<file path="src/rtl/ecc_patrol_scrubber_pkg.sv">
// Shared types and AXI encodings for the ECC patrol scrubber.
// Holds the FSM state enum, RRESP/BRESP codes and the fixed AR/AW field values.
package ecc_scrub_pkg;

    typedef enum logic [2:0] {
        ST_IDLE,
        ST_WAIT,
        ST_AR,
        ST_R,
        ST_AWW,
        ST_B
    } scrub_state_e;

    localparam logic [1:0] RESP_OKAY   = 2'b00;
    localparam logic [1:0] RESP_EXOKAY = 2'b01;
    localparam logic [1:0] RESP_SLVERR = 2'b10;
    localparam logic [1:0] RESP_DECERR = 2'b11;

    localparam logic [2:0] AXI_SIZE_8B    = 3'd3;
    localparam logic [1:0] AXI_BURST_INCR = 2'b01;

endpackage

</file>
<file path="src/rtl/ecc_patrol_scrubber_if.sv">
// Single-beat AXI4 read/write channels between the scrubber (master) and the ECC controller (slave).
interface ecc_patrol_scrubber_if #(
    parameter int ADDR_WIDTH = 32,
    parameter int DATA_WIDTH = 64
);
    logic [ADDR_WIDTH-1:0]   araddr;
    logic [7:0]              arlen;
    logic [2:0]              arsize;
    logic [1:0]              arburst;
    logic                    arvalid;
    logic                    arready;

    logic [DATA_WIDTH-1:0]   rdata;
    logic [1:0]              rresp;
    logic                    rlast;
    logic                    rvalid;
    logic                    rready;

    logic [ADDR_WIDTH-1:0]   awaddr;
    logic [7:0]              awlen;
    logic [2:0]              awsize;
    logic [1:0]              awburst;
    logic                    awvalid;
    logic                    awready;

    logic [DATA_WIDTH-1:0]   wdata;
    logic [DATA_WIDTH/8-1:0] wstrb;
    logic                    wlast;
    logic                    wvalid;
    logic                    wready;

    logic [1:0]              bresp;
    logic                    bvalid;
    logic                    bready;

    modport master (
        output araddr, arlen, arsize, arburst, arvalid, input arready,
        input  rdata, rresp, rlast, rvalid, output rready,
        output awaddr, awlen, awsize, awburst, awvalid, input awready,
        output wdata, wstrb, wlast, wvalid, input wready,
        input  bresp, bvalid, output bready
    );

    modport slave (
        input  araddr, arlen, arsize, arburst, arvalid, output arready,
        output rdata, rresp, rlast, rvalid, input rready,
        input  awaddr, awlen, awsize, awburst, awvalid, output awready,
        input  wdata, wstrb, wlast, wvalid, output wready,
        output bresp, bvalid, input bready
    );

endinterface

</file>
<file path="src/rtl/ecc_sat_counter.sv">
// Event counter that sticks at all-ones; count_o updates the cycle after inc_i.
module ecc_sat_counter #(
    parameter int WIDTH = 16
) (
    input  logic             clk_i,
    input  logic             rst_n_i,
    input  logic             inc_i,
    output logic [WIDTH-1:0] count_o
);

    logic [WIDTH-1:0] cnt_q, cnt_d;

    always_comb begin
        cnt_d = cnt_q;
        if (inc_i && (cnt_q != '1)) cnt_d = cnt_q + 1'b1;
    end

    always_ff @(posedge clk_i or negedge rst_n_i) begin
        if (!rst_n_i) cnt_q <= '0;
        else          cnt_q <= cnt_d;
    end

    assign count_o = cnt_q;

endmodule

</file>
<file path="src/rtl/ecc_patrol_scrubber.sv">
// Patrol scrubber: one single-beat AXI read per word, CE/UE classification, optional write-back
// of corrected words (SCRUB_WRITEBACK_EN); every channel waits on its slave, R/B bounded by TIMEOUT.
module ecc_patrol_scrubber
    import ecc_scrub_pkg::*;
#(
    parameter int                    ADDR_WIDTH   = 32,
    parameter int                    DATA_WIDTH   = 64,
    parameter logic [ADDR_WIDTH-1:0] BASE_ADDR    = '0,
    parameter int                    REGION_WORDS = 1024,
    parameter int                    CNT_WIDTH    = 16,
    parameter int                    TIMEOUT      = 255
) (
    input  logic                  clk_i,
    input  logic                  rst_n_i,
    input  logic                  enable_i,
    input  logic [15:0]           interval_i,
    input  logic                  ue_clr_i,
    ecc_patrol_scrubber_if.master m_axi,
    output logic                  busy_o,
    output logic                  pass_done_o,
    output logic [CNT_WIDTH-1:0]  ce_count_o,
    output logic [CNT_WIDTH-1:0]  ue_count_o,
    output logic                  ue_o,
    output logic [ADDR_WIDTH-1:0] ue_addr_o,
    output logic                  timeout_o
);

    localparam int STEP = DATA_WIDTH / 8;
    localparam int TW   = $clog2(TIMEOUT + 1);
    localparam logic [ADDR_WIDTH-1:0] LAST_ADDR = BASE_ADDR + ADDR_WIDTH'((REGION_WORDS - 1) * STEP);

    scrub_state_e          state_q, state_d;
    logic [ADDR_WIDTH-1:0] ptr_q, ptr_d;
    logic [15:0]           ivl_q, ivl_d;
    logic [TW-1:0]         tmr_q, tmr_d;
    logic                  ue_q, ue_d;
    logic [ADDR_WIDTH-1:0] ue_addr_q, ue_addr_d;
    logic                  timeout_q, timeout_d;
    logic                  pass_done_q, pass_done_d;
`ifdef SCRUB_WRITEBACK_EN
    logic [DATA_WIDTH-1:0] rdata_q, rdata_d;
    logic                  aw_done_q, aw_done_d;
    logic                  w_done_q, w_done_d;
`endif

    logic ce_inc, ue_inc, ue_evt, advance;
    logic ar_vld, r_rdy, aw_vld, w_vld, b_rdy;

    always_comb begin
        state_d     = state_q;
        ptr_d       = ptr_q;
        ivl_d       = ivl_q;
        tmr_d       = tmr_q;
        ue_d        = ue_q;
        ue_addr_d   = ue_addr_q;
        timeout_d   = timeout_q;
        pass_done_d = 1'b0;
`ifdef SCRUB_WRITEBACK_EN
        rdata_d     = rdata_q;
        aw_done_d   = aw_done_q;
        w_done_d    = w_done_q;
`endif
        ce_inc  = 1'b0;
        ue_inc  = 1'b0;
        ue_evt  = 1'b0;
        advance = 1'b0;
        ar_vld  = 1'b0;
        r_rdy   = 1'b0;
        aw_vld  = 1'b0;
        w_vld   = 1'b0;
        b_rdy   = 1'b0;

        // Clear first so that a UE or timeout raised in the same cycle overrides it.
        if (ue_clr_i) begin
            ue_d      = 1'b0;
            ue_addr_d = '0;
            timeout_d = 1'b0;
        end

        unique case (state_q)
            ST_IDLE: begin
                if (enable_i) begin
                    ivl_d   = interval_i;
                    state_d = ST_WAIT;
                end
            end
            ST_WAIT: begin
                if (!enable_i)         state_d = ST_IDLE;
                else if (ivl_q == '0)  state_d = ST_AR;
                else                   ivl_d   = ivl_q - 1'b1;
            end
            ST_AR: begin
                ar_vld = 1'b1;
                if (m_axi.arready) begin
                    state_d = ST_R;
                    tmr_d   = '0;
                end
            end
            ST_R: begin
                r_rdy = 1'b1;
                if (m_axi.rvalid) begin
                    unique case (m_axi.rresp)
                        RESP_OKAY:   advance = 1'b1;
                        RESP_EXOKAY: begin
                            ce_inc = 1'b1;
`ifdef SCRUB_WRITEBACK_EN
                            rdata_d   = m_axi.rdata;
                            aw_done_d = 1'b0;
                            w_done_d  = 1'b0;
                            state_d   = ST_AWW;
`else
                            advance   = 1'b1;
`endif
                        end
                        default: begin
                            ue_evt  = 1'b1;
                            advance = 1'b1;
                        end
                    endcase
                end else if (tmr_q == TW'(TIMEOUT - 1)) begin
                    timeout_d = 1'b1;
                    ue_inc    = 1'b1;
                    advance   = 1'b1;
                end else begin
                    tmr_d = tmr_q + 1'b1;
                end
            end
`ifdef SCRUB_WRITEBACK_EN
            ST_AWW: begin
                aw_vld    = !aw_done_q;
                w_vld     = !w_done_q;
                aw_done_d = aw_done_q | m_axi.awready;
                w_done_d  = w_done_q | m_axi.wready;
                if (aw_done_d && w_done_d) begin
                    state_d = ST_B;
                    tmr_d   = '0;
                end
            end
            ST_B: begin
                b_rdy = 1'b1;
                if (m_axi.bvalid) begin
                    ue_evt  = (m_axi.bresp != RESP_OKAY);
                    advance = 1'b1;
                end else if (tmr_q == TW'(TIMEOUT - 1)) begin
                    timeout_d = 1'b1;
                    ue_inc    = 1'b1;
                    advance   = 1'b1;
                end else begin
                    tmr_d = tmr_q + 1'b1;
                end
            end
`endif
            default: state_d = ST_IDLE;
        endcase

        if (ue_evt) begin
            ue_inc = 1'b1;
            ue_d   = 1'b1;
            if (!ue_q || ue_clr_i) ue_addr_d = ptr_q;
        end

        if (advance) begin
            state_d = ST_IDLE;
            if (ptr_q == LAST_ADDR) begin
                ptr_d       = BASE_ADDR;
                pass_done_d = 1'b1;
            end else begin
                ptr_d = ptr_q + ADDR_WIDTH'(STEP);
            end
        end
    end

    always_ff @(posedge clk_i or negedge rst_n_i) begin
        if (!rst_n_i) begin
            state_q     <= ST_IDLE;
            ptr_q       <= BASE_ADDR;
            ivl_q       <= '0;
            tmr_q       <= '0;
            ue_q        <= 1'b0;
            ue_addr_q   <= '0;
            timeout_q   <= 1'b0;
            pass_done_q <= 1'b0;
        end else begin
            state_q     <= state_d;
            ptr_q       <= ptr_d;
            ivl_q       <= ivl_d;
            tmr_q       <= tmr_d;
            ue_q        <= ue_d;
            ue_addr_q   <= ue_addr_d;
            timeout_q   <= timeout_d;
            pass_done_q <= pass_done_d;
        end
    end

`ifdef SCRUB_WRITEBACK_EN
    always_ff @(posedge clk_i or negedge rst_n_i) begin
        if (!rst_n_i) begin
            rdata_q   <= '0;
            aw_done_q <= 1'b0;
            w_done_q  <= 1'b0;
        end else begin
            rdata_q   <= rdata_d;
            aw_done_q <= aw_done_d;
            w_done_q  <= w_done_d;
        end
    end
`endif

    ecc_sat_counter #(.WIDTH(CNT_WIDTH)) u_ce_cnt (
        .clk_i   (clk_i),
        .rst_n_i (rst_n_i),
        .inc_i   (ce_inc),
        .count_o (ce_count_o)
    );

    ecc_sat_counter #(.WIDTH(CNT_WIDTH)) u_ue_cnt (
        .clk_i   (clk_i),
        .rst_n_i (rst_n_i),
        .inc_i   (ue_inc),
        .count_o (ue_count_o)
    );

    assign m_axi.araddr  = ptr_q;
    assign m_axi.arlen   = 8'd0;
    assign m_axi.arsize  = AXI_SIZE_8B;
    assign m_axi.arburst = AXI_BURST_INCR;
    assign m_axi.arvalid = ar_vld;
    assign m_axi.rready  = r_rdy;
    assign m_axi.awvalid = aw_vld;
    assign m_axi.wvalid  = w_vld;
    assign m_axi.bready  = b_rdy;
`ifdef SCRUB_WRITEBACK_EN
    assign m_axi.awaddr  = ptr_q;
    assign m_axi.awlen   = 8'd0;
    assign m_axi.awsize  = AXI_SIZE_8B;
    assign m_axi.awburst = AXI_BURST_INCR;
    assign m_axi.wdata   = rdata_q;
    assign m_axi.wstrb   = '1;
    assign m_axi.wlast   = 1'b1;
`else
    assign m_axi.awaddr  = '0;
    assign m_axi.awlen   = '0;
    assign m_axi.awsize  = '0;
    assign m_axi.awburst = '0;
    assign m_axi.wdata   = '0;
    assign m_axi.wstrb   = '0;
    assign m_axi.wlast   = 1'b0;
`endif

    assign busy_o      = (state_q != ST_IDLE);
    assign pass_done_o = pass_done_q;
    assign ue_o        = ue_q;
    assign ue_addr_o   = ue_addr_q;
    assign timeout_o   = timeout_q;

endmodule

</file>
<file path="src/flat_wrapper.sv">
// flat-port wrapper written by rule: the top's interface ports become plain ports
module ecc_patrol_scrubber_flat import ecc_scrub_pkg::*;
#(
    parameter int                    ADDR_WIDTH   = 32,
    parameter int                    DATA_WIDTH   = 64,
    parameter logic [ADDR_WIDTH-1:0] BASE_ADDR    = '0,
    parameter int                    REGION_WORDS = 1024,
    parameter int                    CNT_WIDTH    = 16,
    parameter int                    TIMEOUT      = 255
)
  (clk_i, rst_n_i, enable_i, interval_i, ue_clr_i, busy_o, pass_done_o, ce_count_o, ue_count_o, ue_o, ue_addr_o, timeout_o, m_axi_araddr, m_axi_arlen, m_axi_arsize, m_axi_arburst, m_axi_arvalid, m_axi_arready, m_axi_rdata, m_axi_rresp, m_axi_rlast, m_axi_rvalid, m_axi_rready, m_axi_awaddr, m_axi_awlen, m_axi_awsize, m_axi_awburst, m_axi_awvalid, m_axi_awready, m_axi_wdata, m_axi_wstrb, m_axi_wlast, m_axi_wvalid, m_axi_wready, m_axi_bresp, m_axi_bvalid, m_axi_bready);
  ecc_patrol_scrubber_if #(.ADDR_WIDTH(ADDR_WIDTH), .DATA_WIDTH(DATA_WIDTH)) m_axi_i ();
  input  logic clk_i;
  input  logic rst_n_i;
  input  logic enable_i;
  input  logic [15:0] interval_i;
  input  logic ue_clr_i;
  output logic busy_o;
  output logic pass_done_o;
  output logic [CNT_WIDTH-1:0] ce_count_o;
  output logic [CNT_WIDTH-1:0] ue_count_o;
  output logic ue_o;
  output logic [ADDR_WIDTH-1:0] ue_addr_o;
  output logic timeout_o;
  output wire logic [$bits(m_axi_i.araddr)-1:0] m_axi_araddr;
  output wire logic [$bits(m_axi_i.arlen)-1:0] m_axi_arlen;
  output wire logic [$bits(m_axi_i.arsize)-1:0] m_axi_arsize;
  output wire logic [$bits(m_axi_i.arburst)-1:0] m_axi_arburst;
  output wire logic [$bits(m_axi_i.arvalid)-1:0] m_axi_arvalid;
  input wire logic [$bits(m_axi_i.arready)-1:0] m_axi_arready;
  input wire logic [$bits(m_axi_i.rdata)-1:0] m_axi_rdata;
  input wire logic [$bits(m_axi_i.rresp)-1:0] m_axi_rresp;
  input wire logic [$bits(m_axi_i.rlast)-1:0] m_axi_rlast;
  input wire logic [$bits(m_axi_i.rvalid)-1:0] m_axi_rvalid;
  output wire logic [$bits(m_axi_i.rready)-1:0] m_axi_rready;
  output wire logic [$bits(m_axi_i.awaddr)-1:0] m_axi_awaddr;
  output wire logic [$bits(m_axi_i.awlen)-1:0] m_axi_awlen;
  output wire logic [$bits(m_axi_i.awsize)-1:0] m_axi_awsize;
  output wire logic [$bits(m_axi_i.awburst)-1:0] m_axi_awburst;
  output wire logic [$bits(m_axi_i.awvalid)-1:0] m_axi_awvalid;
  input wire logic [$bits(m_axi_i.awready)-1:0] m_axi_awready;
  output wire logic [$bits(m_axi_i.wdata)-1:0] m_axi_wdata;
  output wire logic [$bits(m_axi_i.wstrb)-1:0] m_axi_wstrb;
  output wire logic [$bits(m_axi_i.wlast)-1:0] m_axi_wlast;
  output wire logic [$bits(m_axi_i.wvalid)-1:0] m_axi_wvalid;
  input wire logic [$bits(m_axi_i.wready)-1:0] m_axi_wready;
  input wire logic [$bits(m_axi_i.bresp)-1:0] m_axi_bresp;
  input wire logic [$bits(m_axi_i.bvalid)-1:0] m_axi_bvalid;
  output wire logic [$bits(m_axi_i.bready)-1:0] m_axi_bready;
  assign m_axi_araddr = m_axi_i.araddr;
  assign m_axi_arlen = m_axi_i.arlen;
  assign m_axi_arsize = m_axi_i.arsize;
  assign m_axi_arburst = m_axi_i.arburst;
  assign m_axi_arvalid = m_axi_i.arvalid;
  assign m_axi_i.arready = m_axi_arready;
  assign m_axi_i.rdata = m_axi_rdata;
  assign m_axi_i.rresp = m_axi_rresp;
  assign m_axi_i.rlast = m_axi_rlast;
  assign m_axi_i.rvalid = m_axi_rvalid;
  assign m_axi_rready = m_axi_i.rready;
  assign m_axi_awaddr = m_axi_i.awaddr;
  assign m_axi_awlen = m_axi_i.awlen;
  assign m_axi_awsize = m_axi_i.awsize;
  assign m_axi_awburst = m_axi_i.awburst;
  assign m_axi_awvalid = m_axi_i.awvalid;
  assign m_axi_i.awready = m_axi_awready;
  assign m_axi_wdata = m_axi_i.wdata;
  assign m_axi_wstrb = m_axi_i.wstrb;
  assign m_axi_wlast = m_axi_i.wlast;
  assign m_axi_wvalid = m_axi_i.wvalid;
  assign m_axi_i.wready = m_axi_wready;
  assign m_axi_i.bresp = m_axi_bresp;
  assign m_axi_i.bvalid = m_axi_bvalid;
  assign m_axi_bready = m_axi_i.bready;
  ecc_patrol_scrubber #(.ADDR_WIDTH(ADDR_WIDTH), .DATA_WIDTH(DATA_WIDTH), .BASE_ADDR(BASE_ADDR), .REGION_WORDS(REGION_WORDS), .CNT_WIDTH(CNT_WIDTH), .TIMEOUT(TIMEOUT)) u_core (.clk_i(clk_i), .rst_n_i(rst_n_i), .enable_i(enable_i), .interval_i(interval_i), .ue_clr_i(ue_clr_i), .m_axi(m_axi_i), .busy_o(busy_o), .pass_done_o(pass_done_o), .ce_count_o(ce_count_o), .ue_count_o(ue_count_o), .ue_o(ue_o), .ue_addr_o(ue_addr_o), .timeout_o(timeout_o));
endmodule
</file>
<file path="config.mk">
export PLATFORM = sky130hd
export DESIGN_NAME = ecc_patrol_scrubber_flat
export DESIGN_NICKNAME = d
export VERILOG_FILES = /design/src/rtl/ecc_patrol_scrubber_pkg.sv /design/src/rtl/ecc_patrol_scrubber_if.sv /design/src/rtl/ecc_sat_counter.sv /design/src/rtl/ecc_patrol_scrubber.sv /design/src/flat_wrapper.sv
export SDC_FILE = /design/constraint.sdc
export NUM_CORES = 1
export LEC_CHECK = 0
export CAP_MARGIN = 40
export CORE_UTILIZATION = 38
export CTS_CLUSTER_DIAMETER = 150
export DETAILED_ROUTE_END_ITERATION = 8
export PLACE_DENSITY = 0.74
export REMOVE_ABC_BUFFERS = 1
export SYNTH_ARGS = -nofsm -noshare
export SYNTH_HDL_FRONTEND = slang
export SYNTH_SLANG_ARGS = --single-unit
</file>
<file path="constraint.sdc">
create_clock -name clk_i -period 2.4 [get_ports clk_i]
set_input_delay 0.48 -clock clk_i [delete_from_list [all_inputs] [get_ports clk_i]]
set_output_delay 0.48 -clock clk_i [all_outputs]
set_load 0.02 [all_outputs]
</file>
### Word-level counts from Yosys, hierarchy flattened

Cells that the tools add are included.
W data, S select, Z words.

| storage, ports and cells | value |
|---|---|
| flip-flop bits (word level) | 126 |
| logic and storage cells | 88 |

| operators by class | value |
|---|---|
| add/subtract/negate cells | 5 |
| equal/unequal tests | 18 |
| mux-type cells | 40 |
| reductions and logical operators | 15 |

Operators with widths:

| kind | count |
|---|---|
| $mux W32 | 4 |
| $mux W16 | 3 |
| $add A16 B1 Y16 const B | 2 |
| $add A32 B4 Y32 const B | 1 |
| $eq A32 B13 Y1 const B | 1 |
| $ne A16 B16 Y1 const B | 2 |
| $pmux W16 S2 | 1 |
| $mux W8 | 3 |
| $mux W1 | 22 |
| $logic_not A16 Y1 | 1 |
| $pmux W8 S2 | 1 |
| $sub A16 B1 Y16 const B | 1 |
| $mux W3 | 5 |
| $ne A2 B2 Y1 const B | 6 |
| $pmux W3 S4 | 1 |
| $reduce_and A4 Y1 | 3 |
| $add A8 B1 Y8 const B | 1 |
| $eq A8 B8 Y1 const B | 1 |
| $eq A3 B2 Y1 const B | 2 |
| $ne A3 B2 Y1 const B | 2 |
| $reduce_bool A2 Y1 | 3 |
| $ne A4 B2 Y1 const B | 1 |
| $eq A3 B1 Y1 const B | 1 |
| $logic_not A3 Y1 | 1 |
| other kinds (8) | 9 |

### Depth between registers and ports, before layout

| depth | value |
|---|---|
| word-level depth | 7 |
| gate-level depth with buffers | 8 |
| gate-level depth less buffers | 6 |

### Modules after synthesis

A second synthesis with hierarchy kept.

| unflattened totals | value |
|---|---|
| cell total of the unflattened synthesis | 752 |
| area, all modules | 7121.8 µm² |

Modules (own cells, without submodules):

| module | instances | cells each | area an instance (µm²) | seq. area each (µm²) |
|---|---|---|---|---|
| ecc_patrol_scrubber | 1 | 608 | 5402.7 | 2252.2 |
| ecc_sat_counter | 2 | 72 | 859.6 | 400.4 |

### Least setup slack after synthesis

No wires, ideal clock.

| path | value |
|---|---|
| path type | register to register |
| start point | register u_core.ivl_q[0] |
| end point | register u_core.ivl_q[13] |
| data arrival time | 1.750 ns |
| data required time | 2.273 ns |
| setup slack | 0.522 ns |
| stages on the path, launching flop included | 8 |
| cells stage by stage | dfrtp_1 -> inv_1 -> ha_1 -> nor3b_1 -> nand4_1 -> o21ai_0 -> buf_2 -> o22ai_1 |

| on the way | value |
|---|---|
| cells in the longest elaborated chain, start to end | 4 |

Ends and longest elaborated chain:

| element | RTL line | text |
|---|---|---|
| start, declared | ecc_patrol_scrubber.sv:34 | `logic [15:0] ivl_q, ivl_d;` |
| start signal, assigned | ecc_patrol_scrubber.sv:186 | `ivl_q <= ivl_d;` |
| $sub A16 B1 Y16 | ecc_patrol_scrubber.sv:90 | `else ivl_d = ivl_q - 1'b1;` |
| $mux W16 | ecc_patrol_scrubber.sv:89 | `else if (ivl_q == '0) state_d = ST_AR;` |
| $mux W16 | ecc_patrol_scrubber.sv:88 | `if (!enable_i) state_d = ST_IDLE;` |
| $pmux W16 S2 | ecc_patrol_scrubber.sv:80 | `unique case (state_q)` |

Several ways; a longest one is shown, not always the timed one. The select of a mux whose other input is x is not followed.
A chain may end at the register's enable or synchronous reset.

### Worst setup path after layout

| path | value |
|---|---|
| start point | register u_core.state_q[1] |
| end point | output m_axi_rready |

| on the way | value |
|---|---|
| cells in the longest elaborated chain, start to end | 2 |

Ends and longest elaborated chain:

| element | RTL line | text |
|---|---|---|
| start, declared | ecc_patrol_scrubber.sv:32 | `scrub_state_e state_q, state_d;` |
| start signal, assigned | ecc_patrol_scrubber.sv:184 | `state_q <= state_d;` |
| $eq A3 B2 Y1 | ecc_patrol_scrubber.sv:80 |  |
| $mux W1 | ecc_patrol_scrubber.sv:80 |  |
| end, declared | flat_wrapper.sv:35 | `output wire logic [$bits(m_axi_i.rready)-1:0] m_axi_rready;` |

Every way passes these cells.

==> results.sh <==
export IMPL_p_total_mw=5.33
export IMPL_tightest_slew_ns=0.580
export IMPL_powerDensity_mw_per_mm2=596
export IMPL_areaGrowthSynthToFinish_pct=24.0
export IMPL_stdcell_count=1153
export IMPL_period_needed_ns=2.26
export IMPL_cts_sinks=122
export IMPL_crit_fanout=10
export IMPL_critPathLaunchType="flop"
export IMPL_cp_slowest_cell="clkdlybuf4s50_1"
export IMPL_drv_cap=0
export IMPL_gp_routability_congestion=0.858
export IMPL_die_area_mm2=0.0195
export IMPL_final_antenna_net_count=0
export IMPL_synthCells=765
export IMPL_clk_transition_reported_paths_ns=0.06
export IMPL_irDropWorstVdd_mv=0.480
export IMPL_use_met2_pct=27.9
export IMPL_fp_dieH_um=140
export IMPL_syn_avg_cell_area_um2=9.43
export IMPL_relSlewSlack_pct=60.9
export IMPL_core_area_mm2=0.0186
export IMPL_clkLatencyLatePin_ns=0.42
export IMPL_run_status="finished clean"
export IMPL_io_buffers=122
export IMPL_h_tree_depth=4
export IMPL_drt_wl_total_um=16600
export IMPL_ys_ff_latch=122
export IMPL_antenna_cells=0
export IMPL_fin_skew_ns=0.0112
export IMPL_synth_edff_count=0
export IMPL_critPathKind="flop to output pin"
export IMPL_min_period_over_period_pct=94.2
export IMPL_gr_usage_all_layers_pct=17.5
export IMPL_grt_pass1_wl_um=27500
export IMPL_rsz0062_at_grt="false"
export IMPL_async_flop_share_pct=100
export IMPL_max_freq_ghz=0.442
export IMPL_use_met1_pct=23.1
export IMPL_grt_max_degree=48
export IMPL_slowest_delay_ns=0.65
export IMPL_vias=5845
export IMPL_cp_top_family="buffers and inverters"
export IMPL_path_cells="nand2_1 > inv_1 > clkdlybuf4s50_1"
export IMPL_end_kind="output pin"
export IMPL_layout_drive_gt1_share_pct=9.14
export IMPL_dp_hpwl_um=11700
export IMPL_drc_errors=0
export IMPL_final_max_slew_violation_count=0
export IMPL_yosys_warnings=0
export IMPL_final_cell_mix="conb_1 (137), clkdlybuf4s50_1 (121), dfrtp_1 (120)"
export IMPL_synth_seq_area_share_pct=42.3
export IMPL_postCtsHoldBufs=0
export IMPL_avgViaCountPerCell=5.07
export IMPL_syn_area_mm2=0.00721
export IMPL_dp_cells=1119
export IMPL_cts_tree="done"
export IMPL_final_common_cell="conb_1"
export IMPL_initial_core_util_pct=38.7
export IMPL_drtPass1Iterations=4
export IMPL_antenna_found_initial=0
export IMPL_grt_busiest_layer="met2"
export IMPL_grt_pass1_vias=5366
export IMPL_synth_cell_types=59
export IMPL_boundaryPins=330
export IMPL_overflow=0
export IMPL_worstHoldPathType="input port to asynchronous set/reset pin"
export IMPL_finalHoldViolations=0
export IMPL_cts_root_buf="clkbuf_16"
export IMPL_chipWidth_um=140
export IMPL_use_met3_pct=4.71
export IMPL_cts_buffers_inserted=17
export IMPL_leakage_nw=4.02
export IMPL_clock_path_buffers=2
export IMPL_nFillCells=1738
export IMPL_ys_flop_type="dfrtp_1"
export IMPL_crit_buf_inv=2
export IMPL_rows=50
export IMPL_drt_iter0_drc=359
export IMPL_fin_nets=1006
export IMPL_cp_data_arrival_time_ns=1.78
export IMPL_setup_viol=0
export IMPL_avgRoutedWirePerCell_um=14.4
export IMPL_cp_data_required_time_ns=1.92
[final timing paths]
check | startpoint | endpoint | slack [ns] | cells after the start
min in group clk_i | u_core.u_ue_cnt.count_o[4]$_DFFE_PN0P_ | u_core.u_ue_cnt.count_o[4]$_DFFE_PN0P_ | 0.49 | 1
max in group asynchronous | rst_n_i | u_core.ue_addr_o[4]$_DFF_PN0_ | 1.71 | 2
hold / removal | rst_n_i | u_core.ue_addr_o[0]$_DFF_PN0_ | 0.04 | 1
setup / recovery | u_core.state_q[1]$_DFFE_PN0P_ | m_axi_rready | 0.14 | 3
setup reg to reg | u_core.tmr_q[0]$_DFFE_PN0P_ | u_core.u_ue_cnt.count_o[1]$_DFFE_PN0P_ | 0.35 | 6
hold reg to reg | u_core.u_ue_cnt.count_o[4]$_DFFE_PN0P_ | u_core.u_ue_cnt.count_o[4]$_DFFE_PN0P_ | 0.49 | 1
[layout make-up]
cell class | instances | area, um^2 | share of cell area (%)
Tap cell | 234 | 293 | 3.27
Timing Repair Buffer | 155 | 1520 | 17.0
Sequential cell | 122 | 3060 | 34.2
Clock inverter | 14 | 141 | 1.58
Multi-Input combinational cell | 593 | 3450 | 38.5
Inverter | 17 | 63.8 | 0.713
Clock buffer | 18 | 429 | 4.80
[registers in the layout, summed over array words and instances, names as in the netlist]
signal / count
u_core.state_q: 2
u_core.ivl_q: 16
u_core.ue_o: 1
u_core.u_ce_cnt.count_o: 16
u_core.u_ue_cnt.count_o: 16
u_core.m_axi.araddr: 29
u_core.pass_done_o: 1
u_core.timeout_o: 1
u_core.tmr_q: 8
u_core.ue_addr_o: 32
[per-stage QoR]
step | cell area (um^2) | worst slack, ns | hold slack (ns) | utilization (%) | TNS (ns)
final | 8940 | 0.139 | 0.0376 | 48.0 | 0
after detailed placement | 8360 | 0.0188 | 0.481 | 44.8 | 0
after global placement | 8360 | 0.0792 | 0.481 | 44.8 | 0
after floorplan | 6560 | -0.512 | 0.184 | - | -16.77
after global routing | 8940 | 0.0234 | 0.0563 | 48.0 | 0
after CTS | 8930 | 0.0511 | 0.0439 | 47.9 | 0
[synthesized netlist by cell type, types with 16 or more instances]
| master | number | area [um^2] |
|---|---|---|
| nand2_1 | 84 | 315 |
| nand3_1 | 29 | 145 |
| nor2_1 | 20 | 75.1 |
| xor2_1 | 33 | 289 |
| buf_4 | 137 | 1030 |
| o211ai_1 | 36 | 270 |
| a21oi_1 | 19 | 95.1 |
| inv_1 | 17 | 63.8 |
| o21ai_0 | 25 | 125 |
| nor3_1 | 16 | 80.1 |
| xnor2_1 | 18 | 158 |
| nor4_1 | 23 | 144 |
| dfrtp_1 | 122 | 3050 |
| nand4_1 | 23 | 144 |
| clkbuf_1 | 23 | 86.3 |
[worst reg2reg max path, delay by kind of cell, from the launching register on]
kind / cells / cell delay (ns)
mux: 1 / 0.36
buf+inv: 1 / 0.08
simple gates: 1 / 0.12
flops: 1 / 0.43
fa+ha+maj: 1 / 0.16
compound gates: 2 / 0.79
[report_power, final]
group	switching, mW	internal (mW)
combinational	0.431	0.200
sequential	0.106	2.13
clock	1.02	1.45
total	1.55	3.78
[routing by layer]
| metal | vias to the layer above | wire [um] |
|---|---|---|
| met2 | 222 | 7980 |
| li1 | 2763 | - |
| met3 | 14 | 883 |
| met1 | 2846 | 7560 |
| met5 | - | 0 |
| met4 | 0 | 199 |
[what timing repair did]
| action | 4_1_cts | 5_1_grt |
|---|---|---|
| endpoints found under the setup margin | 1 | 1 |
| setup buffers | 0 | 2 |
| gates resized for setup | 2 | 0 |
| pin swaps | 0 | 0 |
[kinds of logic (layout without fill, tap and decap cells)]
kind of cell,after synthesis,in the layout,synth area share [%]
muxes,9,9,1.32
AOI/OAI and AO/OA,130,130,12.5
xor gates and xnor gates,51,51,6.19
and+or+nand+nor,260,260,19.5
buffers and inverters,185,204,17.0
other,2,137,0.104
DFF,122,122,42.3
adders and majority gates,6,6,1.04
Power figures use the tool's default switching activity.
